## config.mk

```make
export PLATFORM = sky130hd
export DESIGN_NAME = fl_div_seq
export DESIGN_NICKNAME = d
export VERILOG_FILES = /design/src/rtl/fl_pkg.sv /design/src/rtl/fl_div_step.sv /design/src/rtl/fl_div_seq.sv
export SDC_FILE = /design/constraint.sdc
export NUM_CORES = 1
export LEC_CHECK = 0
export BUFFER_PORTS_ARGS = -buffer_cell sky130_fd_sc_hd__buf_2
export CAP_MARGIN = 20
export CORE_MARGIN = 2
export CORE_UTILIZATION = 45
export DETAILED_ROUTE_END_ITERATION = 10
export PLACE_DENSITY = 0.72
export SLEW_MARGIN = 0
export SYNTH_ARGS = -nofsm -noshare
export SYNTH_HDL_FRONTEND = slang
export SYNTH_SLANG_ARGS = --single-unit
```

## constraint.sdc

```tcl
create_clock -name clk -period 3.4 [get_ports clk]
set_clock_uncertainty 0.1 [all_clocks]
set_input_delay 0.17 -clock clk [delete_from_list [all_inputs] [get_ports clk]]
set_output_delay 0.17 -clock clk [all_outputs]
set_load 0.01 [all_outputs]
```

## src/rtl/fl_pkg.sv

```systemverilog
// Shared definitions for the float processor arithmetic blocks: FSM encoding
// and exponent-range helpers derived from the exponent field width.
package fl_pkg;

    typedef enum logic [1:0] {
        S_IDLE = 2'd0,
        S_NORM = 2'd1,
        S_DIV  = 2'd2,
        S_POST = 2'd3
    } state_t;

    localparam int NBEXPO_DEF = 6;
    localparam int EXP_MAX    = (1 << (NBEXPO_DEF - 1)) - 1;
    localparam int EXP_MIN    = -(1 << (NBEXPO_DEF - 1));

    function automatic int exp_max(input int nbexpo);
        return (1 << (nbexpo - 1)) - 1;
    endfunction

    function automatic int exp_min(input int nbexpo);
        return -(1 << (nbexpo - 1));
    endfunction

    function automatic int word_width(input int nbmant, input int nbexpo);
        return nbmant + nbexpo + 1;
    endfunction

endpackage

```

## src/rtl/fl_div_step.sv

```systemverilog
// One restoring-division step: compare the shifted partial remainder with the
// divisor and subtract when it fits, producing one quotient bit.
module fl_div_step #(
    parameter int W = 17
) (
    input  logic [W-1:0] rem_in,
    input  logic [W-1:0] dvs,
    output logic [W-1:0] rem_out,
    output logic         qbit
);

    always_comb begin
        qbit    = (rem_in >= dvs);
        rem_out = qbit ? (rem_in - dvs) : rem_in;
    end

endmodule

```

## src/rtl/fl_div_seq.sv

```systemverilog
// Iterative floating-point divider: optional operand normalisation, one
// restoring quotient bit per cycle, then exponent fix-up with range flags.
module fl_div_seq
    import fl_pkg::*;
#(
    parameter int NBMANT = 16,
    parameter int NBEXPO = 6,
    parameter int NORMIN = 1,
    parameter int SAT    = 1
) (
    input  logic                     clk,
    input  logic                     rst,
    input  logic                     start,
    input  logic [NBMANT+NBEXPO:0]   a,
    input  logic [NBMANT+NBEXPO:0]   b,
    output logic                     busy,
    output logic                     done,
    output logic [NBMANT+NBEXPO:0]   q,
    output logic                     dz,
    output logic                     ovf,
    output logic                     unf
);

    localparam int W  = word_width(NBMANT, NBEXPO);
    localparam int EW = NBEXPO + 2;
    localparam int CW = $clog2(NBMANT + 2);

    localparam logic signed [EW-1:0]     EMAX_W   = EW'(exp_max(NBEXPO));
    localparam logic signed [EW-1:0]     EMIN_W   = EW'(exp_min(NBEXPO));
    localparam logic signed [NBEXPO-1:0] EMAX_E   = NBEXPO'(exp_max(NBEXPO));
    localparam logic signed [NBEXPO-1:0] EMIN_E   = NBEXPO'(exp_min(NBEXPO));
    localparam logic signed [EW-1:0]     NBM_W    = EW'(NBMANT);
    localparam logic [CW-1:0]            CNT_LAST = CW'(NBMANT);

    state_t state, state_nxt;

    logic                     sign_r;
    logic [NBMANT-1:0]        ma, mb;
    logic signed [NBEXPO-1:0] ea, eb;
    logic [NBMANT:0]          rem, quo;
    logic [CW-1:0]            cnt;
    logic                     is_dz, is_zero, nunf;

    logic                     a_mz, b_mz;
    logic                     a_sh, b_sh, norm_ok, norm_unf;
    logic [NBMANT:0]          rem_in, rem_nxt;
    logic                     qbit;
    logic                     qmsb;
    logic [NBMANT-1:0]        m_res;
    logic signed [EW-1:0]     ea_x, eb_x, e_post;
    logic [W-1:0]             q_nxt;
    logic                     dz_nxt, ovf_nxt, unf_nxt;
    logic                     unused_rem_msb;

    assign a_mz = (a[NBMANT-1:0] == '0);
    assign b_mz = (b[NBMANT-1:0] == '0);

    // Normalisation: shift whichever operand still lacks its MSB; the cycle
    // bound only matters for operands that slipped past the zero checks.
    always_comb begin
        a_sh     = !ma[NBMANT-1];
        b_sh     = !mb[NBMANT-1];
        norm_ok  = (NORMIN == 0) || (!a_sh && !b_sh) || (cnt == CNT_LAST);
        norm_unf = !norm_ok && ((a_sh && ea == EMIN_E) || (b_sh && eb == EMIN_E));
    end

    // The first step brings in ma[0]; the rest of the dividend is zeros.
    assign rem_in         = {rem[NBMANT-1:0], (cnt == '0) ? ma[0] : 1'b0};
    assign unused_rem_msb = rem[NBMANT];

    fl_div_step #(.W(NBMANT + 1)) u_step (
        .rem_in  (rem_in),
        .dvs     ({1'b0, mb}),
        .rem_out (rem_nxt),
        .qbit    (qbit)
    );

    always_comb begin
        qmsb   = quo[NBMANT];
        m_res  = qmsb ? quo[NBMANT:1] : quo[NBMANT-1:0];
        ea_x   = {{2{ea[NBEXPO-1]}}, ea};
        eb_x   = {{2{eb[NBEXPO-1]}}, eb};
        e_post = ea_x - eb_x - NBM_W + {{(EW-1){1'b0}}, qmsb};

        q_nxt   = {sign_r, e_post[NBEXPO-1:0], m_res};
        dz_nxt  = 1'b0;
        ovf_nxt = 1'b0;
        unf_nxt = 1'b0;
        if (is_dz) begin
            q_nxt  = {sign_r, EMAX_E, {NBMANT{1'b1}}};
            dz_nxt = 1'b1;
        end else if (is_zero) begin
            q_nxt = '0;
        end else if (nunf) begin
            q_nxt   = '0;
            unf_nxt = 1'b1;
        end else if (e_post > EMAX_W) begin
            ovf_nxt = 1'b1;
            q_nxt   = (SAT != 0) ? {sign_r, EMAX_E, {NBMANT{1'b1}}} : '0;
        end else if (e_post < EMIN_W) begin
            unf_nxt = 1'b1;
            q_nxt   = '0;
        end
    end

    always_comb begin
        state_nxt = state;
        case (state)
            S_IDLE: if (start) state_nxt = (a_mz || b_mz) ? S_POST : S_NORM;
            S_NORM: begin
                if (norm_unf)     state_nxt = S_POST;
                else if (norm_ok) state_nxt = S_DIV;
            end
            S_DIV:  if (cnt == CNT_LAST) state_nxt = S_POST;
            S_POST: state_nxt = S_IDLE;
            default: state_nxt = S_IDLE;
        endcase
    end

    always_ff @(posedge clk) begin
        if (!rst) state <= S_IDLE;
        else      state <= state_nxt;
    end

    always_ff @(posedge clk) begin
        if (!rst) begin
            busy    <= 1'b0;
            done    <= 1'b0;
            q       <= '0;
            dz      <= 1'b0;
            ovf     <= 1'b0;
            unf     <= 1'b0;
            sign_r  <= 1'b0;
            ma      <= '0;
            mb      <= '0;
            ea      <= '0;
            eb      <= '0;
            rem     <= '0;
            quo     <= '0;
            cnt     <= '0;
            is_dz   <= 1'b0;
            is_zero <= 1'b0;
            nunf    <= 1'b0;
        end else begin
            done <= 1'b0;
            case (state)
                S_IDLE: if (start) begin
                    busy    <= 1'b1;
                    dz      <= 1'b0;
                    ovf     <= 1'b0;
                    unf     <= 1'b0;
                    sign_r  <= a[W-1] ^ b[W-1];
                    ma      <= a[NBMANT-1:0];
                    mb      <= b[NBMANT-1:0];
                    ea      <= a[W-2:NBMANT];
                    eb      <= b[W-2:NBMANT];
                    is_dz   <= b_mz;
                    is_zero <= a_mz;
                    nunf    <= 1'b0;
                    cnt     <= '0;
                end
                S_NORM: begin
                    if (norm_unf) begin
                        nunf <= 1'b1;
                    end else if (norm_ok) begin
                        cnt <= '0;
                        rem <= {2'b00, ma[NBMANT-1:1]};
                        quo <= '0;
                    end else begin
                        if (a_sh) begin
                            ma <= ma << 1;
                            ea <= ea - 1'b1;
                        end
                        if (b_sh) begin
                            mb <= mb << 1;
                            eb <= eb - 1'b1;
                        end
                        cnt <= cnt + 1'b1;
                    end
                end
                S_DIV: begin
                    rem <= rem_nxt;
                    quo <= {quo[NBMANT-1:0], qbit};
                    cnt <= cnt + 1'b1;
                end
                S_POST: begin
                    done <= 1'b1;
                    busy <= 1'b0;
                    q    <= q_nxt;
                    dz   <= dz_nxt;
                    ovf  <= ovf_nxt;
                    unf  <= unf_nxt;
                end
                default: ;
            endcase
        end
    end

endmodule

```

==> impl_metrics.json, run 1 <==
{
  "synth.top_cells.by_count": "dfxtp_1, nand2_1, o21ai_0, a21oi_1, inv_1",
  "cts_htree_levels": 4,
  "synthDominantAreaCellType": "dfxtp_1",
  "internal-power_w": 0.00485,
  "worst_slew_margin_rel_pct": 27.9,
  "hold_class": "input port to flop",
  "seq_power_share_pct": 21.9,
  "outcome": "completed",
  "dr.first_iter.drc_count": 576,
  "achievable-frequency_mhz": 326,
  "nets": 1026,
  "comb_power_share_pct": 60.1,
  "leakage_nw": 3.62,
  "drtAntennaViolNets": 0,
  "dpl.hpwl_mm": 13.6,
  "floorplan.initialDensity_pct": 45.5,
  "postLayoutSetupSlackWorst_ns": 0.332,
  "reg2reg_from": "cnt[0]",
  "cts.path.max_buffers": 2,
  "detailroute.via_count": 6838,
  "ir_drop_mv": 0.665,
  "path_clk_slew_ns": 0.06,
  "worstHoldPathCells": 4,
  "regArea_um2": 2320,
  "clock_tree.root_cell": "clkbuf_16",
  "drc": 0,
  "clock_latency_at_the_later_pin_of_the_worst_skew_pair_ns": 0.42,
  "chipWidth_um": 130,
  "ff2ff_setup_slack_ns": 0.33,
  "category_of_the_worst_setup_path_launch_point": "flop",
  "syn_area_um2": 7150,
  "max_cap_violations": 0,
  "n_fill_cell": 1493,
  "synth_cell_type_count": 78,
  "setup.worst_path.class": "flop to flop",
  "grt_first_pass_wirelength_mm": 31.0,
  "synth-main-ff-cell": "dfxtp_1",
  "worst_slew_pin_slew_ns": 1.08,
  "multi_input_comb_area_um2": 4370,
  "hold_start": "a[4]",
  "synth_seq_cells": 116,
  "ff2ff_path_depth": 12,
  "detail_route.first_pass.iterations": 5,
  "final.period_utilization_pct": 90.2,
  "rsz0062_at_grt": "no",
  "ys_async_sr_fraction_pct": 0,
  "tns_ns": 0,
  "power.switching_fraction_pct": 47.8,
  "route.final.wire_length_mm": 19.3,
  "period_minus_slack_ns": 3.07,
  "final_max_slew_viol_count": 0,
  "ios": 77,
  "critPathRequiredTime_ns": 3.60,
  "syn_avg_cell_area_um2": 8.14,
  "grt_start_max_net_pins": 73,
  "dieHeight_um": 130,
  "worst-endpoint-arrival_ns": 3.27,
  "synth_cells": 878,
  "clock_sinks": 116,
  "grt_usage_pct": 23.0,
  "r2r-end": "rem[14]",
  "gp_routability_congestion": 0.891,
  "tritoncts": "yes",
  "synthesis.yosys.warnings": 0,
  "number_of_antenna_violations_at_the_first_check_in_global_routing": 0,
  "power_density_nw_per_um2": 1120,
  "yosysMostFrequentCell": "dfxtp_1",
  "post_cts.repair.setup_buffers": 0,
  "vias_per_cell": 5.86,
  "floorplan.core_area_um2": 15700,
  "worstSetupEndpointType": "flop",
  "setup_viol_count_final": 0,
  "dp_slack_ns": 0.398,
  "synthToLayoutAreaGrowth_pct": 16.0,
  "via_count_of_the_first_global_routing_pass": 6159,
  "n_antenna_cell": 0,
  "synth_seq_area_share_pct": 32.5,
  "fp.dieArea_um2": 16900,
  "post-place-cells": 1132,
  "number_of_standard_cells_in_the_final_layout_excluding_fillers": 1167,
  "hold_end": "ma[4]",
  "syn-num-nets": 966,
  "grt_remaining_overflow": 0,
  "drive_gt1_share_pct": 17.9,
  "wl_per_cell_um": 16.5,
  "port_buffers": 76,
  "yosys.area.top_type_share_pct": 32.5,
  "critPathMaxFanout": 4,
  "synth.area.top_cells": "dfxtp_1, ha_1, nand2_1, o21ai_0, a21oi_1",
  "switchingPower_w": 0.00444,
  "tritoncts.num_buffers": 17,
  "final_hold_viol_count": 0,
  "rows": 46,
  "power.clock.fraction_pct": 18.0,
  "number_of_synthesized_flops_with_an_enable_pin": 0
}
-- stage by stage --
step,power [W],utilization [%],hold slack (ns),instance area (um2)
global placement,0.00743,49.0,0.351,7710
global route,0.0100,52.8,0.0287,8290
finish,0.00928,52.8,0.0203,8290
detailed placement,0.00748,49.0,0.361,7710
floorplan,0.00623,-,0.241,7150
CTS,0.00921,52.8,0.00806,8290
-- final cells by class --
cell class	instances	area share [%]
clock inverters	13	1.21
flip-flops and latches	116	28.0
multi-input cells	650	52.7
well taps	216	3.26
clock buffers	19	5.46
inverters	51	2.31
repair buffers	102	7.03
-- cells in the final DEF (no fill, tap or decap), drive strengths merged, types with 8 or more instances in the layout --
master,n
and2,14
buf,99
ha,37
and3,12
clkbuf,19
a21oi,60
o21a,8
o211a,30
dfxtp,116
o21ai,75
a21boi,8
nor2,47
nor4,9
nand3,20
o311ai,14
a22oi,21
inv,55
o211ai,21
o31ai,8
nor3,11
xnor2,12
nor2b,30
nand2,93
nand4,8
a31oi,9
mux2,15
-- per-layer routing --
layer / wire, um / part of all wire, % / track usage [%]
met3: 1130 / 5.9 / 3.98
met2: 8860 / 46 / 36.9
met5: 0 / 0 / 0
met1: 8850 / 46 / 31.2
met4: 412 / 2.1 / 8.10
-- power groups by stage --
stage	Combinational [W]	Clock (W)	Sequential [W]
2_1_floorplan	0.00429	0	0.00195
3_3_place_gp	0.00538	0	0.00204
3_5_place_dp	0.00544	0	0.00204
4_1_cts	0.00550	0.00169	0.00202
5_1_grt	0.00618	0.00175	0.00207
6_report	0.00558	0.00167	0.00203
-- state kept, by name, summed over array words and instances (netlist names), 5 cells and up --
name  cells
cnt       5
ea        6
eb        6
ma       16
mb       16
q        23
quo      17
rem      16
-- worst max-delay path by stage --
stage,start,to,slack [ns],cells past startpoint
2_1_floorplan,quo[16],q[0],0.07,17
5_1_grt,cnt[1],rem[14],0.14,12
6_report,cnt[0],rem[14],0.33,12
4_1_cts,cnt[0],rem[14],0.35,12
3_3_place_gp,cnt[0],rem[14],0.46,12
3_5_place_dp,cnt[0],rem[14],0.40,12
-- worst max-delay path, stage by stage (launching register included) --
cell	delay, ns
dfxtp_1	0.34
inv_1	0.07
ha_1	0.15
nand4b_1	0.14
ha_1	0.25
fa_1	0.41
nor2b_1	0.21
o2111ai_1	0.16
a31oi_1	0.30
a221oi_1	0.20
and3_1	0.20
nor4_1	0.34
o31ai_2	0.08
-- cell families after synthesis --
family          synth area share [%]
compound gates                  29.7
simple gates                    18.7
flops                           32.5
buf+inv                         6.50
fa+ha+maj                       7.04
mux                             3.34
xor+xnor                        2.21
-- what timing repair did --
| action | in CTS | in global routing |
|---|---|---|
| gates resized for setup | 0 | 0 |
| endpoints found under the hold margin | 3 | 0 |
| hold buffers | 3 | 0 |
No activity file was read; power rests on OpenSTA's default activity.
==> inputs of run 2 (changes only) <==
==> constraint.sdc (replaced) <==
create_clock -name clk -period 3.4 [get_ports clk]
set_clock_uncertainty 0.1 [all_clocks]
set_input_delay 1.02 -clock clk [delete_from_list [all_inputs] [get_ports clk]]
set_output_delay 1.02 -clock clk [all_outputs]
set_load 0.01 [all_outputs]
==> impl_metrics.json, run 2 (synthesized netlist as in run 1, its figures left out) <==
{
  "n_antenna_cell": 0,
  "largest-register": "q",
  "detail_route.first_pass.iterations": 6,
  "rows": 46,
  "grt_start_max_net_pins": 73,
  "setup.worst_path.class": "flop to flop",
  "vias_per_cell": 5.91,
  "critPathRequiredTime_ns": 3.61,
  "final.period_utilization_pct": 91.0,
  "chipWidth_um": 130,
  "postCtsResizedCells": 0,
  "global_route.usage.met3_pct": 4.47,
  "dpl.hpwl_mm": 13.7,
  "route.final.wire_length_mm": 19.5,
  "critical_path.n_buffers_inverters": 4,
  "cts_htree_levels": 4,
  "worstHoldPathCells": 2,
  "worstSetupEndpointType": "flop",
  "use_met2_pct": 38.2,
  "n_fill_cell": 1512,
  "critPathMaxFanout": 20,
  "final_hold_viol_count": 0,
  "wl_per_cell_um": 16.7,
  "post-route-util_pct": 52.9,
  "achievable-frequency_mhz": 323,
  "power.clock.fraction_pct": 18.2,
  "top_regs": "q x23, quo x17",
  "worst_path_largest_cell_delay_ns": 0.40,
  "postLayoutSetupSlackWorst_ns": 0.307,
  "hold_end": "ovf",
  "number_of_antenna_violations_at_the_first_check_in_global_routing": 0,
  "grt_most_used_layer": "met2",
  "internal-power_w": 0.00497,
  "worst_hold_slack_ns": 0.360,
  "path_delay_family": "compound AO/OA/AOI/OAI gates",
  "r2r-end": "q[3]",
  "dr.first_iter.drc_count": 535,
  "grt_usage_pct": 23.6,
  "seq_power_share_pct": 21.5,
  "tritoncts.num_buffers": 17,
  "reg2reg_from": "quo[16]",
  "grt_remaining_overflow": 0,
  "setup_viol_count_final": 0,
  "power_density_nw_per_um2": 1130,
  "hold_start": "ovf",
  "hold_class": "flop to flop",
  "leakage_nw": 3.62,
  "dieHeight_um": 130,
  "drc": 0,
  "fp.dieArea_um2": 16900,
  "timing.critical_path.mode_cell": "inv_1",
  "post_cts.repair.setup_buffers": 0,
  "switchingPower_w": 0.00442,
  "ff2ff_path_depth": 14,
  "final_max_slew_viol_count": 0,
  "via_count_of_the_first_global_routing_pass": 6421,
  "power.switching_fraction_pct": 47.1,
  "drtAntennaViolNets": 0,
  "cts.path.max_buffers": 2,
  "floorplan.core_area_um2": 15700,
  "worst_slew_pin_slew_ns": 0.804,
  "tritoncts": "yes",
  "path_clk_slew_ns": 0.06,
  "drive_gt1_share_pct": 17.8,
  "clock_latency_at_the_later_pin_of_the_worst_skew_pair_ns": 0.42,
  "synthToLayoutAreaGrowth_pct": 16.2,
  "floorplan.initialDensity_pct": 45.5,
  "clock_sinks": 116,
  "comb_power_share_pct": 60.3,
  "largest_register_ff_count": 23,
  "category_of_the_worst_setup_path_launch_point": "flop",
  "worstPathCellList": "inv_1 > ha_1 > inv_1 > ha_1 > inv_1 > fa_1 > nor2b_1 > o21a_1 > o2111ai_1 > o211ai_1 > o31ai_2 > buf_4 > o21a_1 > a221o_1",
  "ff2ff_setup_slack_ns": 0.31,
  "total_power_w": 0.00939,
  "max_cap_violations": 0,
  "ir_drop_mv": 0.510,
  "dp_slack_ns": 0.358,
  "rsz0062_at_grt": "no",
  "most-common-layout-cells": "dfxtp_1, nand2_1, buf_2",
  "gp_routability_congestion": 0.937,
  "detailroute.via_count": 6886,
  "hold_buffers": 0,
  "tns_ns": 0,
  "grtUsageMet1_pct": 31.1,
  "worst-endpoint-arrival_ns": 3.30,
  "period_minus_slack_ns": 3.09,
  "nets": 1025,
  "clock_tree.root_cell": "clkbuf_16",
  "grt_first_pass_wirelength_mm": 31.7,
  "port_buffers": 76,
  "worst_path_max_delay_cell": "fa_1",
  "worst_slew_margin_rel_pct": 46.1,
  "layout_commonest_cell": "dfxtp_1",
  "outcome": "completed",
  "ios": 77
}
==> run 2: metal layers <==
layer  vias to the layer above  part of all wire [%]
li1                       3321                     -
met1                      3288                    45
met2                       226                    47
met3                        51                   5.5
met4                         0                   2.9
met5                         -                     0
==> run 2: worst min-delay path: stages, from the launching register on <==
cell and delay, ns:
dfxtp_1 0.30, nand2_1 0.05, a21boi_0 0.06
==> run 2: through the flow <==
stage                     area, um2  cells
final                          8310   1166
after global routing           8310   1166
after global placement         7710   1133
after detailed placement       7710   1133
after floorplan                7150    878
after CTS                      8280   1165
==> run 2: worst max path at each step <==
stage                  from  endpoint  slack (ns)  cells after the start
floorplan           quo[16]      q[0]        0.07                     17
global placement    quo[16]      q[3]        0.40                     14
detailed placement   cnt[0]   rem[14]        0.36                     12
CTS                 quo[16]      q[3]        0.33                     14
global route         cnt[0]   rem[14]        0.06                     12
finish              quo[16]      q[3]        0.31                     14
==> run 2: power groups by stage <==
stage / logic, W / clock network [W] / registers [W]
2_1_floorplan: 0.00429 / 0 / 0.00195
3_3_place_gp: 0.00542 / 0 / 0.00203
3_5_place_dp: 0.00547 / 0 / 0.00203
4_1_cts: 0.00554 / 0.00173 / 0.00201
5_1_grt: 0.00630 / 0.00180 / 0.00206
6_report: 0.00566 / 0.00171 / 0.00202
==> run 2: cell type report <==
| class | instances | area [um2] | area share (%) |
|---|---|---|---|
| sequential | 116 | 2320 | 28.0 |
| multi-input combinational | 650 | 4370 | 52.6 |
| clock inverter | 10 | 100 | 1.21 |
| inverter | 51 | 191 | 2.30 |
| timing repair buffer | 101 | 588 | 7.08 |
| tap | 216 | 270 | 3.25 |
| clock buffer | 22 | 464 | 5.59 |
